===== src/rtl/regwb_pkg.sv =====
// Shared CPU constants and write-port source encoding.
// Imported by the writeback arbiter and its queue.
package regwb_pkg;

  localparam int XLEN_DEF = 32;
  localparam int RAW_DEF  = 5;
  localparam logic [RAW_DEF-1:0] REG_ZERO = '0;

  typedef enum logic [1:0] {
    SRC_NONE,
    SRC_WB,
    SRC_LT,
    SRC_DROP
  } wsrc_t;

endpackage


===== src/rtl/regwb_fifo.sv =====
// Circular queue of long-latency results with per-entry live bits.
// Ports: push/pop, kill-by-register, match-by-register, head view, count.
module regwb_fifo
  import regwb_pkg::*;
#(
  parameter int DEPTH = 4,
  parameter int XLEN  = XLEN_DEF,
  parameter int RAW   = RAW_DEF,
  parameter int CW    = $clog2(DEPTH) + 1
) (
  input  logic            clk,
  input  logic            rst_n,
  input  logic            push,
  input  logic [RAW-1:0]  push_reg,
  input  logic [XLEN-1:0] push_data,
  input  logic            pop,
  input  logic            kill,
  input  logic [RAW-1:0]  kill_reg,
  input  logic [RAW-1:0]  match_reg,
  output logic            match,
  output logic            head_live,
  output logic [RAW-1:0]  head_reg,
  output logic [XLEN-1:0] head_data,
  output logic [CW-1:0]   count
);

  localparam int AW = $clog2(DEPTH);

  logic [RAW-1:0]  regs [DEPTH];
  logic [XLEN-1:0] data [DEPTH];
  logic [DEPTH-1:0] live;
  logic [AW-1:0]   head;
  logic [AW-1:0]   tail;

  assign head_live = live[head];
  assign head_reg  = regs[head];
  assign head_data = data[head];

  always_comb begin
    match = 1'b0;
    for (int i = 0; i < DEPTH; i++)
      if (live[i] && regs[i] == match_reg)
        match = 1'b1;
  end

  always_ff @(posedge clk) begin
    if (push) begin
      regs[tail] <= push_reg;
      data[tail] <= push_data;
    end
  end

  // Push is applied last: the new entry is younger than the kill.
  always_ff @(posedge clk or negedge rst_n) begin
    if (!rst_n) begin
      live  <= '0;
      head  <= '0;
      tail  <= '0;
      count <= '0;
    end else begin
      if (kill)
        for (int i = 0; i < DEPTH; i++)
          if (regs[i] == kill_reg)
            live[i] <= 1'b0;
      if (pop) begin
        live[head] <= 1'b0;
        head       <= head + 1'b1;
      end
      if (push) begin
        live[tail] <= 1'b1;
        tail       <= tail + 1'b1;
      end
      if (push && !pop)
        count <= count + 1'b1;
      else if (pop && !push)
        count <= count - 1'b1;
    end
  end

endmodule


===== src/rtl/regwb.sv =====
// Register-file write-port arbiter: pipeline writeback beats a queued
// long-latency unit; drives regwrite/wrreg/wrdata and a hazard query.
module regwb
  import regwb_pkg::*;
#(
  parameter int DEPTH = 4,
  parameter int XLEN  = XLEN_DEF,
  parameter int RAW   = RAW_DEF
) (
  input  logic            clk,
  input  logic            rst_n,
  input  logic            wb_valid,
  input  logic [RAW-1:0]  wb_reg,
  input  logic [XLEN-1:0] wb_data,
  input  logic            lt_valid,
  output logic            lt_ready,
  input  logic [RAW-1:0]  lt_reg,
  input  logic [XLEN-1:0] lt_data,
  output logic            regwrite,
  output logic [RAW-1:0]  wrreg,
  output logic [XLEN-1:0] wrdata,
  input  logic [RAW-1:0]  qreg,
  output logic            qhit,
  output logic            drain_req
);

  localparam int CW = $clog2(DEPTH) + 1;

  logic [CW-1:0]   count;
  logic            head_live;
  logic [RAW-1:0]  head_reg;
  logic [XLEN-1:0] head_data;
  logic            match;
  logic            wb_req;
  logic            nonempty;
  logic            push;
  logic            pop;
  wsrc_t           src;

  assign wb_req    = wb_valid && wb_reg != '0;
  assign nonempty  = count != '0;
  assign lt_ready  = count < CW'(DEPTH);
  assign drain_req = count == CW'(DEPTH);
  assign qhit      = match && qreg != '0;

  // Register 0 results complete the handshake but are dropped.
  assign push = lt_valid && lt_ready && lt_reg != '0;

  // A dead head leaves even while the pipeline owns the port.
  assign pop = nonempty && (!wb_req || !head_live);

  always_comb begin
    src = SRC_NONE;
    unique case (1'b1)
      wb_req:                             src = SRC_WB;
      !wb_req && nonempty && head_live:   src = SRC_LT;
      !wb_req && nonempty && !head_live:  src = SRC_DROP;
      default:                            src = SRC_NONE;
    endcase
  end

  regwb_fifo #(
    .DEPTH(DEPTH),
    .XLEN (XLEN),
    .RAW  (RAW),
    .CW   (CW)
  ) u_fifo (
    .clk      (clk),
    .rst_n    (rst_n),
    .push     (push),
    .push_reg (lt_reg),
    .push_data(lt_data),
    .pop      (pop),
    .kill     (wb_req),
    .kill_reg (wb_reg),
    .match_reg(qreg),
    .match    (match),
    .head_live(head_live),
    .head_reg (head_reg),
    .head_data(head_data),
    .count    (count)
  );

  always_ff @(posedge clk or negedge rst_n) begin
    if (!rst_n) begin
      regwrite <= 1'b0;
      wrreg    <= '0;
      wrdata   <= '0;
    end else begin
      regwrite <= 1'b0;
      wrreg    <= '0;
      wrdata   <= '0;
      if (src == SRC_WB) begin
        regwrite <= 1'b1;
        wrreg    <= wb_reg;
        wrdata   <= wb_data;
      end else if (src == SRC_LT) begin
        regwrite <= 1'b1;
        wrreg    <= head_reg;
        wrdata   <= head_data;
      end
    end
  end

endmodule


===== config.mk =====
export PLATFORM = sky130hd
export DESIGN_NAME = regwb
export DESIGN_NICKNAME = d
export VERILOG_FILES = /design/src/rtl/regwb_pkg.sv /design/src/rtl/regwb_fifo.sv /design/src/rtl/regwb.sv
export SDC_FILE = /design/constraint.sdc
export NUM_CORES = 1
export LEC_CHECK = 0
export ABC_CLOCK_PERIOD_IN_PS = 2400
export BUFFER_PORTS_ARGS = -buffer_cell sky130_fd_sc_hd__buf_2
export CAP_MARGIN = 15
export CORE_UTILIZATION = 40
export DETAILED_ROUTE_END_ITERATION = 8
export PLACE_DENSITY = 0.64
export SKIP_LAST_GASP = 1
export SYNTH_ARGS = -nofsm -noshare
export SYNTH_HDL_FRONTEND = slang
export SYNTH_HIERARCHICAL = 1
export SYNTH_SLANG_ARGS = --single-unit

===== constraint.sdc =====
create_clock -name clk -period 2.4 [get_ports clk]
set_input_delay 0.12 -clock clk [delete_from_list [all_inputs] [get_ports clk]]
set_output_delay 0.12 -clock clk [all_outputs]
set_load 0.02 [all_outputs]

==> results.txt, run 1 <==
The final layout contains routed wiring with a total length of between 15 and 20 mm. Measured along the x axis, the die boundary spans 143 um. Summed over all failing endpoints, the final setup total negative slack is 0 ns. The initial antenna violation count is 0. The average footprint of a synthesized cell came out at roughly 17 um^2. The clock-pin slew of the registers on the worst-case setup and hold paths is 0.07 ns. Derived from the worst setup path, the maximum achievable clock frequency is 0.439 GHz. Summed over all instances, the cell type with the most area after synthesis is sky130_fd_sc_hd__edfxtp_1. After synthesis, the largest family of logic cells by area is multiplexers. The wire length per cell came out at 17.5 um.

The proportion of synthesized area in mux cells is 0.108. The residual overflow from global routing is 0. The number of placed instances, taps included, is 869. The power density over the cells is 1050 mW/mm^2. In the detailed route, the total length drawn on met2 is ~8.7 mm. The count of hold buffers inserted by post-cts repair is 70. The number of slew-limit violations in the final report came to 0. The count of distinct cell types in the synthesized netlist came out at 32. The standby leakage power came out at 3.98 nW.

The overall power after layout came out at 10.9 mW. The number of synthesized register bits came out at ~200. The library cell used most frequently in the layout, excluding fill and tap cells, is sky130_fd_sc_hd__edfxtp_1. The first global-routing pass estimated 26.5 mm of wire. The kind of start point of the critical path is an input port. When the netlist entered floorplanning its net count stood at roughly 580.

The area of the mapped netlist is 0.00800 mm^2. The library cells used most frequently in the layout, excluding fill and tap cells, are 148 x sky130_fd_sc_hd__edfxtp_1, 123 x sky130_fd_sc_hd__buf_2, 80 x sky130_fd_sc_hd__nand2_1. In this run the worst hold path is classified as in2reg. The post-route worst hold slack came out at 0.0280 ns. The detailed-router iteration count before antenna repair came out at 4. At the pin with the least slew margin, the transition time is 0.855 ns.

The number of endpoints with negative hold slack in the final report came to 0. Dividing the detail-routed via count by the number of cells gives 4.89. STA classifies the critical path endpoint as a flip-flop. The adder-cell share of the synthesized area came out at 0.0197. The total length of routed met3 wires came out at 658 um.

The worst-case IR drop observed on VDD is 529 uV. The post-synthesis instance total came out at 483. The type of the worst setup path is in2reg. The compound-cell area share of the yosys netlist came out at 0.0343.

The flip-flop count of the largest register, all copies and words added is 128. The xor/xnor cell area share of the yosys netlist is 0.0493. The count of antenna-violating nets left after detailed routing is 0.

The clock tree buffer depth is 2. Of the cells placed in the final design, the portion with a size suffix greater than 1 is 0.323. The data arrival time of the worst path came out at between 2 and 3 ns. Detailed placement finished with a half-perimeter wire length of between 10 and 15 mm. For this run, the total global-route usage over all layers was measured as 0.176.

The worst-skew pair later-pin latency is approximately 0.43 ns. The standard cell core area came out at 0.0195 mm^2. The number of post-CTS setup repair buffers is 0. The area share of the largest cell type after synthesis is 0.556. The minimum clock period is 2.28 ns. approximately 120 I/O pins were placed. From bottom edge to top edge, the die measures 143 um. The count of max-cap constraint violations is 0. Counting the buffers created by CTS gives 17.

Routability-driven placement finished with a final weighted congestion of 0.825. The total number of nets in the final design came out at 788. The clock skew is about 0.011 ns. Port buffering added 123 buffers. For the worst setup path, the data required time is 2.71 ns.

The number of rows in the core area came out at 51. The relative slew slack came out at 0.430. The part of the Yosys area used for sequential elements came out at 0.709.

The multi-input logic area came out at 0.00220 mm^2. The post-route DRC violation count is 0. The detailed router placed 4744 vias in this run. The post-route fraction of the period consumed by the critical path came out at 0.949.

The largest fanout on the critical path came out at 8. The starting density of the core is 0.410. The number of global-route vias before repair is 4984. Of the total synthesized cell area, the portion taken by AND, OR, NAND and NOR gates is 0.0599. Counting flops per register, the top entry is u_fifo/data.

Setup repair after global routing left no endpoint under its margin. The area overhead of the layout relative to synthesis came out at 29.7%. The largest registers in the layout are u_fifo/data: 128 flops, wrdata: 32 flops, u_fifo/regs: 20 flops.

Setup violations remaining at the end of the flow were counted as 0. Ranked by total cell area, the synthesized netlist is headed by sky130_fd_sc_hd__edfxtp_1 56%, sky130_fd_sc_hd__dfrtp_1 15%, sky130_fd_sc_hd__mux4_2 11%. The full die area is 0.0206 mm^2. Across the whole layout, storage elements account for 0.00567 mm^2. The run finished with clean final reports. The pin count of the biggest net entering global routing is 46.

The root buffer cell is sky130_fd_sc_hd__clkbuf_16. The number of design-rule violations left by the first detailed-router iteration came out at ~210. In this run the register-to-register setup slack is 0.17 ns. Counting the fill cells in the layout gives 1614. The number of diodes added for antenna fixing is 0. The number of warnings issued by yosys came out at 6.

TritonCTS built the clock tree. The clock sink count is approximately 200. The routed length on met1 is 7.36 mm.

The number of cells in the finished layout apart from fillers is roughly 970. The count of H-tree levels built during CTS is 4. Routed signal wires occupy layers up through met4.

The number of cells upsized or downsized after cts came out at 0.
-- metal layers --
layer | up-vias | GRT usage
li1 | 2220 | -
met1 | 2380 | 0.217
met2 | 127 | 0.308
met4 | 0 | 0.0666
met3 | 17 | 0.0323
met5 | - | 0
-- power by group --
part / internal, mW / switching [mW] / total, mW
logic: 1.54 / 1.95 / 3.50
clock network: 1.48 / 1.31 / 2.79
registers: 4.38 / 0.247 / 4.63
total: 7.41 / 3.51 / 10.9
-- kinds of logic (layout without fill, tap and decap cells) --
| kind of cell | count (synthesis) | after routing |
|---|---|---|
| flops | 197 | 197 |
| simple gates | 111 | 111 |
| compound gates | 48 | 48 |
| xor+xnor | 45 | 45 |
| mux | 39 | 39 |
| buf+inv | 31 | 254 |
| fa+ha+maj | 12 | 12 |
-- worst paths after layout --
kind                                 start              end  cells after the start
max in group asynchronous            rst_n       wrdata[14]                      3
min in group asynchronous            rst_n       wrdata[30]                      2
setup reg to reg            u_fifo/live[2]  u_fifo/count[1]                      7
hold / removal                   wb_reg[1]         wrreg[1]                      3
setup / recovery                 lt_reg[1]  u_fifo/count[1]                      8
hold reg to reg            u_fifo/count[2]  u_fifo/count[2]                      1
-- per-stage QoR --
step / area (um^2) / worst slack [ns] / util
4_1_cts: 10400 / 0.129 / 0.531
2_1_floorplan: 8030 / -0.0654 / -
5_1_grt: 10400 / 0.0336 / 0.531
6_report: 10400 / 0.122 / 0.531
3_5_place_dp: 9080 / 0.0943 / 0.465
3_3_place_gp: 9080 / 0.133 / 0.465
-- worst max-delay path: stages --
cell	delay [ns]
sky130_fd_sc_hd__dlygate4sd3_1	0.53
sky130_fd_sc_hd__buf_2	0.15
sky130_fd_sc_hd__or3_1	0.37
sky130_fd_sc_hd__o311a_1	0.45
sky130_fd_sc_hd__ha_4	0.23
sky130_fd_sc_hd__inv_2	0.05
sky130_fd_sc_hd__fa_1	0.41
sky130_fd_sc_hd__mux2_4	0.28
-- cells in the mapped netlist (all sizes together) --
master,instances
a21oi,1
a31o,4
a31oi,1
and2,4
and3,1
buf,10
clkbuf,13
dfrtp,49
edfxtp,148
fa,1
ha,11
inv,8
mux2,1
mux4,38
nand2,80
nand3,7
nor2,4
nor3,2
nor4,8
o21a,2
o21ai,39
o311a,1
or2,2
or3,1
or4,2
xnor2,9
xor2,36
-- final cells by class --
class | count | area share
inverter | 8 | 0.00290
multi-input combinational | 255 | 0.212
clock buffer | 17 | 0.0410
timing repair buffer | 214 | 0.149
tap | 265 | 0.0320
clock inverter | 15 | 0.0158
sequential | 197 | 0.547
Power figures use the tool's default switching activity.
==> inputs of run 2 (changes only) <==
--- a/config.mk
+++ b/config.mk
@@ -14,5 +14,4 @@
 export SKIP_LAST_GASP = 1
 export SYNTH_ARGS = -nofsm -noshare
 export SYNTH_HDL_FRONTEND = slang
-export SYNTH_HIERARCHICAL = 1
 export SYNTH_SLANG_ARGS = --single-unit
==> results.txt, run 2 <==
The flow ran to the end, and the final reports show no timing, DRC or antenna violations. The flip-flop count of the largest register, all copies and words added is between 100 and 150. The average instance in the mapped netlist occupies between 15 and 20 um^2.

The number of synthesized register bits came out at 197. The worst voltage drop across the vdd grid came out at 571 uV. The area of the mapped netlist came out at 0.00787 mm^2. The total track usage is 0.179. After layout, the minimum clock period comes to 2.27 ns. The count of H-tree levels built during CTS is 4. The source of the worst hold timing path is wb_valid. The initial antenna violation count is 0.

The first-pass GRT wire length came out at 26.3 mm. The slew of the pin with the lowest slew margin is 0.803 ns. The number of warnings issued by yosys is 0. Of the post-synthesis cell area, the dominant cell type holds 0.564. The kind of start point of the critical path is a flip-flop. The number of antenna diodes in the final layout is 0. The type of the worst setup path is reg2reg. The worst setup path is captured at a flip-flop. The total number of nets in the final design came out at 704. The setup TNS came out at 0 ns.

The clock arrives with 0.00971 ns of skew. The detailed-router iteration count before antenna repair is 4. The compound-cell area share of the yosys netlist came out at 0.0534.

During I/O placement, the number of pins put on the boundary was 124. The beginning of the worst register-to-register path is u_fifo.head[0]. Of the total synthesized cell area, the portion taken by XOR and XNOR cells is 0.0501. The worst hold path belongs to the class in2reg. The data arrival time of the worst path came out at 2.59 ns.

In this run the tightest slew margin relative to its limit is 0.465. The count of distinct cell types in the synthesized netlist is 33. The width of the die came out at 142 um. The routability congestion estimate from global placement came out at between 0.9 and 1. The area overhead of the layout relative to synthesis came out at 29.5%. The half-perimeter wire length of the detailed placement result is between 10 and 15 mm. Summed over all cells, the static leakage comes to slightly below 4 nW. The tree is rooted in a sky130_fd_sc_hd__clkbuf_16. The number of global-route vias before repair was just under 5000. The final route contains 4442 vias. For this design, the sink count on the clock tree is a little under 200. The post-route DRC violation count is 0. The wire length per cell is 19.1 um.

The largest registers in the layout are u_fifo.data: 128 flops, wrdata: 32 flops, u_fifo.regs: 20 flops. The number of enable flip-flop cells after synthesis is 148. The number of endpoints with negative hold slack in the final report was 0.

The clock-pin slew of the registers on the worst-case setup and hold paths is 0.07 ns. The most common cell in the synthesized netlist is sky130_fd_sc_hd__edfxtp_1. The starting density of the core is 0.414. The cell type with the largest total area after synthesis is sky130_fd_sc_hd__edfxtp_1. The number of port buffers came out at 123. After synthesis, the largest family of logic cells by area is multiplexers. Measured against the total synthesized area, the mux share comes to 0.110. Buffers inserted during clock tree synthesis total 17. By count the netlist is led by 148 x sky130_fd_sc_hd__edfxtp_1, 49 x sky130_fd_sc_hd__dfrtp_1, 38 x sky130_fd_sc_hd__mux4_2. The full die area came out at about 0.020 mm^2. The maximum achievable frequency is ~0.44 GHz.

The die height came out at 142 um. The count of antenna-violating nets left after detailed routing is 0. The clock tree from TritonCTS is built. The floorplan step defined a core boundary enclosing around 0.019 mm^2. Setup violations remaining at the end of the flow were counted as 0. The clock tree buffer depth is 2. The adder-cell share of the synthesized area is 0.0168. After layout, the worst setup slack is around 0.13 ns. The power density over the cells is 1020 mW/mm^2. The post-synthesis instance total came out at about 410. Setup repair after global routing left no endpoint under its margin. STA puts the critical path data required time at 2.72 ns. The number of slew-limit violations in the final report is 0. In this run the worst setup path begins at u_fifo.head[0]. The most flop-heavy register is u_fifo.data. For this run, the register share of the synthesized area comes to 0.720. The final instance area is 0.0102 mm^2.

The share of synthesized flip-flops with an asynchronous set or reset came out at 0.249. In the synthesized netlist the dominant register cell turns out to be sky130_fd_sc_hd__edfxtp_1. Row generation in the floorplan step produced 50 rows. The fraction of layout cells with a size suffix above 1 is 0.351.

The total length of routed wires is roughly 17 mm. Sorting the synthesized cells by area gives the leading types as sky130_fd_sc_hd__edfxtp_1 56%, sky130_fd_sc_hd__dfrtp_1 16%, sky130_fd_sc_hd__mux4_2 11%. The number of vias per cell is ~5. The post-route fraction of the period consumed by the critical path is 0.947.

Leaving out fill and tap cells, the most frequent cells in the layout are 148 x sky130_fd_sc_hd__edfxtp_1, 123 x sky130_fd_sc_hd__buf_2, 70 x sky130_fd_sc_hd__dlygate4sd3_1. The net count after synthesis is 499. Summed over all layers, the global routing overflow is 0. The number of design-rule violations left by the first detailed-router iteration came out at 287. Of the total synthesized cell area, the portion taken by AND, OR, NAND and NOR gates is 0.0272.

The pin count of the biggest net entering global routing is 41. The most common cell after layout, fill and taps aside is sky130_fd_sc_hd__edfxtp_1. In this run the cell area measured after placement is 0.00891 mm^2. The worst-skew pair later-pin latency came out at ~0.43 ns. The post-place setup slack came out at 0.123 ns. The largest fanout on the critical path came out at 2. The count of max-cap constraint violations is 0.
## run 2: cell types whose count changed after synthesis, moves of 3 or more
cell	previous run	this run
sky130_fd_sc_hd__a22o_1	0	37
sky130_fd_sc_hd__nand2_1	80	7
sky130_fd_sc_hd__nand3_1	7	4
sky130_fd_sc_hd__nand4_1	0	5
sky130_fd_sc_hd__nor2_1	4	1
sky130_fd_sc_hd__nor3_1	2	5
sky130_fd_sc_hd__nor4_1	8	4
sky130_fd_sc_hd__o21ai_0	39	2
sky130_fd_sc_hd__xnor2_1	9	16
sky130_fd_sc_hd__xor2_1	36	29
## run 2: logic make-up (layout without fill, tap and decap cells)
| kind of cell | count (synthesis) | after routing |
|---|---|---|
| fa+ha+maj | 10 | 10 |
| flops | 197 | 197 |
| compound gates | 47 | 47 |
| mux | 39 | 39 |
| buf+inv | 32 | 250 |
| xor+xnor | 45 | 45 |
| simple gates | 36 | 36 |
## run 2: power by group
group          total (mW)  switching [mW]  internal, mW
Clock                2.79            1.20          1.59
Sequential           4.54           0.221          4.32
Combinational        3.10            1.65          1.44
## run 2: timing repair
item                                   4_1_cts  5_1_grt
hold buffers                                70        0
setup buffers                                0        0
gates resized for setup                      0        0
endpoints found under the hold margin      200        0
## run 2: final timing paths
kind,endpoint,cells past startpoint,slack [ns]
max,u_fifo.count[1],7,0.13
max in group asynchronous,wrdata[6],3,1.54
min,wrreg[1],2,0.02
max reg2reg,u_fifo.count[1],7,0.13
min reg2reg,u_fifo.live[1],1,0.54
min in group asynchronous,wrdata[27],2,0.22
## run 2: per-stage QoR
stage / cells / total power, mW / hold slack, ns / util
finish: 884 / 10.4 / 0.0222 / 0.536
global route: 884 / 11.0 / 0.0261 / 0.536
CTS: 884 / 10.6 / 0.000343 / 0.536
detailed placement: 782 / 7.69 / 0.148 / 0.469
global placement: 782 / 7.60 / 0.150 / 0.469
floorplan: 406 / 6.65 / -0.176 / -
## run 2: critical path, cell delays in order (launching register included)
cell and delay [ns]:
sky130_fd_sc_hd__dfrtp_4 0.41, sky130_fd_sc_hd__mux4_2 0.55, sky130_fd_sc_hd__a21boi_4 0.19, sky130_fd_sc_hd__inv_1 0.06, sky130_fd_sc_hd__ha_1 0.21, sky130_fd_sc_hd__inv_1 0.07
sky130_fd_sc_hd__fa_1 0.41, sky130_fd_sc_hd__mux2_2 0.26
## run 2: layout make-up
class / count / area [um^2]
clock inverters: 8 / 85.1
repair buffers: 211 / 1550
flip-flops and latches: 197 / 5680
fillers: 1592 / 8820
well taps: 260 / 325
inverters: 7 / 26.3
clock buffers: 24 / 503
multi-input cells: 177 / 2030
## run 2: routing by layer
layer | track usage | vias to the layer above | wire length, um
li1 | - | 2005 | -
met1 | 0.218 | 2278 | 7010
met2 | 0.314 | 137 | 8920
met3 | 0.0320 | 22 | 598
met4 | 0.0713 | 0 | 311
met5 | 0 | - | 0
==> inputs of run 3 (changes only) <==
--- a/config.mk
+++ b/config.mk
@@ -5,6 +5,7 @@
 export SDC_FILE = /design/constraint.sdc
 export NUM_CORES = 1
 export LEC_CHECK = 0
+export ABC_AREA = 1
 export ABC_CLOCK_PERIOD_IN_PS = 2400
 export BUFFER_PORTS_ARGS = -buffer_cell sky130_fd_sc_hd__buf_2
 export CAP_MARGIN = 15
==> results.txt, run 3 <==
The total track usage came out at 0.193. The wire length per cell is 15.9 um. The standby leakage power is about 4.4 nW. The xor/xnor cell area share of the yosys netlist came out at 0.0170. The compound-cell area share of the yosys netlist is 0.0843.

The area share of the largest cell type after synthesis came out at 0.540. sky130_fd_sc_hd__edfxtp_1 takes more of the synthesized area than any other cell. Grouping stages by cell kind, the critical path spends the most delay in adder cells. The post-layout utilization of the core came out at 0.518. By count the netlist is led by 187 x sky130_fd_sc_hd__nand2_1, 148 x sky130_fd_sc_hd__edfxtp_1, 95 x sky130_fd_sc_hd__nor2_1. Routability-driven placement finished with a final weighted congestion of 0.939. The critical path's slowest cell is sky130_fd_sc_hd__fa_1. The post-layout worst setup margin is between 0.2 and 0.25 ns. The largest registers in the layout are u_fifo.data: 128 flops, wrdata: 32 flops, u_fifo.regs: 20 flops. The data arrival time of the worst path is roughly 2.5 ns. The share of synthesized flip-flops with an asynchronous set or reset is 0.249. Leaving out fill and tap cells, the most frequent cell in the layout is sky130_fd_sc_hd__nand2_1. The starting density of the core came out at 0.408. The detailed-router iteration count before antenna repair is 5. Walking the worst path, the cells encountered are buf_4 > nand3_1 > nand2_2 > nand2_1 > nand2_2 > inv_1 > ha_1 > inv_1 > fa_1 > mux2_2. The flow ran to the end, and the final reports show no timing, DRC or antenna violations. In the post-synthesis netlist, the cell with the most instances is sky130_fd_sc_hd__nand2_1. The I/O pin total came out at about 120.

The setup violation total in the final timing report is 0. The half-perimeter wire length of the detailed placement result is 11.9 mm. The number of vias per cell is 4.85. The most flop-heavy register is u_fifo.data.

Including well taps, the total number of placed cells is 1116. The initial antenna violation count is 1. The area growth from synthesis to layout is 27.0%. Synthesis instantiated 28 different standard cells from the library. Counting both buffers and inverters, the worst setup path holds a total of 3.

The number of cells upsized or downsized after cts came out at 0. Once detail routing completed, the nets flagged for antenna violations numbered 0. The first global-routing pass estimated 31.0 mm of wire. Port buffering added 123 buffers. The residual overflow from global routing is 0. The count of max-cap constraint violations is 0. The worst setup path is captured at a flip-flop. The routed length on met1 came out at 8.62 mm. Leaving out filler cells and counting taps, the final layout contains 1219.

Timing would allow up to 0.460 GHz. For this run, the leading register cell type out of synthesis is sky130_fd_sc_hd__edfxtp_1. The tree is rooted in a sky130_fd_sc_hd__clkbuf_16. The area of the mapped netlist is 0.00823 mm^2.

The minimum clock period is roughly 2.2 ns. The clock tree buffer depth came out at 2. The critical path is of the reg2reg type. The power density over the cells is 1050 mW/mm^2. In the finished design, the share of the clock period the worst path needs comes to 0.906. The post-route DRC violation count came out at 0.

In this run the worst hold path is classified as in2reg. The number of endpoints with negative hold slack in the final report came to 0. The largest fanout on the critical path is 11. The slew of the pin with the lowest slew margin is 0.769 ns.

The clock tree from TritonCTS is built. By area, the combinational part of the netlist is dominated by simple AND/OR/NAND/NOR gates. By area the synthesized netlist is led by sky130_fd_sc_hd__edfxtp_1 54%, sky130_fd_sc_hd__dfrtp_1 15%, sky130_fd_sc_hd__nand2_1 8.5%. The width of the die came out at 145 um. The worst voltage drop across the vdd grid is 486 uV. The number of warnings issued by yosys is 0. The fraction of layout cells with a size suffix above 1 came out at 0.198. Wire segments on met3 add up to ~930 um in the final route.

The part of the Yosys area used for sequential elements is 0.689. The vias after detailed routing came out at a little under 6000. The kind of start point of the critical path is a flip-flop.

The number of global-route vias before repair is 5923. The worst-skew pair later-pin latency is 0.44 ns. The portion of synthesized area spent on multiplexers is 0.00137.

The net count after synthesis came out at 831. The worst stage delay on the critical path came out at around 0.42 ns. At the worst endpoint, the required time is 2.72 ns. The setup TNS is 0 ns.

The number of synthesized register bits is between 150 and 200. The adder-cell share of the synthesized area came out at 0.0161. Signal routing reaches up to met4. Clock tree synthesis found a total of 197 sinks. The average footprint of a synthesized cell came out at ~11 um^2. The total length of routed wires is 19.4 mm. Clock-pin slew was measured on the worst setup and hold paths at 0.07 ns. The detailed-routed wire length on met2 is 9.48 mm. Setup repair after global routing left no endpoint under its margin.

The post-synthesis instance total is 738. The number of design-rule violations left by the first detailed-router iteration is about 450. The number of rows in the core area is 52.

The full die area came out at 0.0211 mm^2. Measured against its own limit, the worst slew margin works out to 0.487. In the final design database the tool counted between 1000 and 1500 nets. The area share of and/or/nand/nor cells after synthesis came out at 0.154. The clock skew came out at between 0.015 and 0.02 ns. The standard cell core area came out at roughly 0.020 mm^2. Entering global routing, the biggest net connects 76 pins.

The die is 145 um tall. OpenSTA, run right after detailed placement, puts the worst setup slack at approximately 0.16 ns. The number of enable flip-flop cells after synthesis came out at about 150. The count of H-tree levels built during CTS came out at 4.

The register with the most flip-flops in the layout has 128 of them. The top cell types in the final layout, fill and taps aside, are 187 x sky130_fd_sc_hd__nand2_1, 148 x sky130_fd_sc_hd__edfxtp_1, 123 x sky130_fd_sc_hd__buf_2. The number of buffers created by CTS came out at 17. The number of slew-limit violations in the final report is 0.
==> run 3: cell types whose count changed after synthesis, moves of 9 or more <==
cell | previous run | this run
sky130_fd_sc_hd__nand2_1 | 7 | 187
sky130_fd_sc_hd__nor2_1 | 1 | 95
sky130_fd_sc_hd__o21ai_0 | 2 | 88
sky130_fd_sc_hd__mux4_2 | 38 | 0
sky130_fd_sc_hd__a22o_1 | 37 | 0
sky130_fd_sc_hd__o22ai_1 | 0 | 32
sky130_fd_sc_hd__inv_1 | 7 | 36
sky130_fd_sc_hd__xor2_1 | 29 | 7
sky130_fd_sc_hd__nand3_1 | 4 | 17
sky130_fd_sc_hd__a21oi_1 | 0 | 9
==> run 3: layer usage <==
layer,vias up,global-route usage
met1,2802,0.247
met2,174,0.329
met4,0,0.0695
met5,-,0
li1,2911,-
met3,28,0.0361
==> run 3: area by class of cell <==
type                       count  area (um^2)
antenna                        1         2.50
clock buffer                  18          429
clock inverter                13          140
fill                        1803         9720
inverter                      37          139
multi-input combinational    471         2240
sequential                   197         5670
tap                          270          338
timing repair buffer         212         1480
==> run 3: power breakdown <==
| group | leakage, nW | switching [mW] | internal, mW | total [mW] |
|---|---|---|---|---|
| clock | 0.281 | 1.30 | 1.47 | 2.77 |
| combinational | 2.14 | 2.40 | 1.19 | 3.59 |
| sequential | 1.95 | 0.227 | 4.36 | 4.59 |
| total | 4.38 | 3.93 | 7.02 | 10.9 |
==> run 3: worst paths after layout <==
kind,from,endpoint,slack (ns),cells after the start
max,u_fifo.head[1],u_fifo.count[1],0.23,10
min,wb_reg[0],wrreg[0],0.02,3
max in group asynchronous,rst_n,wrdata[29],1.32,3
max reg2reg,u_fifo.head[1],u_fifo.count[1],0.23,10
min reg2reg,u_fifo.live[2],u_fifo.live[2],0.55,2
min in group asynchronous,rst_n,wrdata[28],0.29,2
==> run 3: cells by family after synthesis <==
family / after synthesis
fa+ha+maj: 10
flops: 197
mux: 1
xor+xnor: 16
buf+inv: 70
simple gates: 314
compound gates: 130
==> run 3: per-stage QoR <==
step                      area [um^2]  hold slack, ns  total power [mW]
after global placement           9170           0.236              8.13
after floorplan                  8230          -0.176              7.03
after global routing            10400          0.0194              11.6
final                           10400          0.0205              10.9
after detailed placement         9170           0.232              8.18
after CTS                       10400       0.0000351              11.0
==> run 3: timing repair <==
action / CTS / global route
hold buffers: 70 / 0
setup buffers: 0 / 1
setup endpoints to repair: 0 / 1
hold endpoints to repair: 210 / 0
==> run 3: worst reg2reg max path, stage by stage, from the launching register on <==
cell	delay, ns
sky130_fd_sc_hd__dfrtp_2	0.37
sky130_fd_sc_hd__buf_4	0.18
sky130_fd_sc_hd__nand3_1	0.11
sky130_fd_sc_hd__nand2_2	0.14
sky130_fd_sc_hd__nand2_1	0.08
sky130_fd_sc_hd__nand2_2	0.16
sky130_fd_sc_hd__inv_1	0.06
sky130_fd_sc_hd__ha_1	0.17
sky130_fd_sc_hd__inv_1	0.10
sky130_fd_sc_hd__fa_1	0.42
sky130_fd_sc_hd__mux2_2	0.26
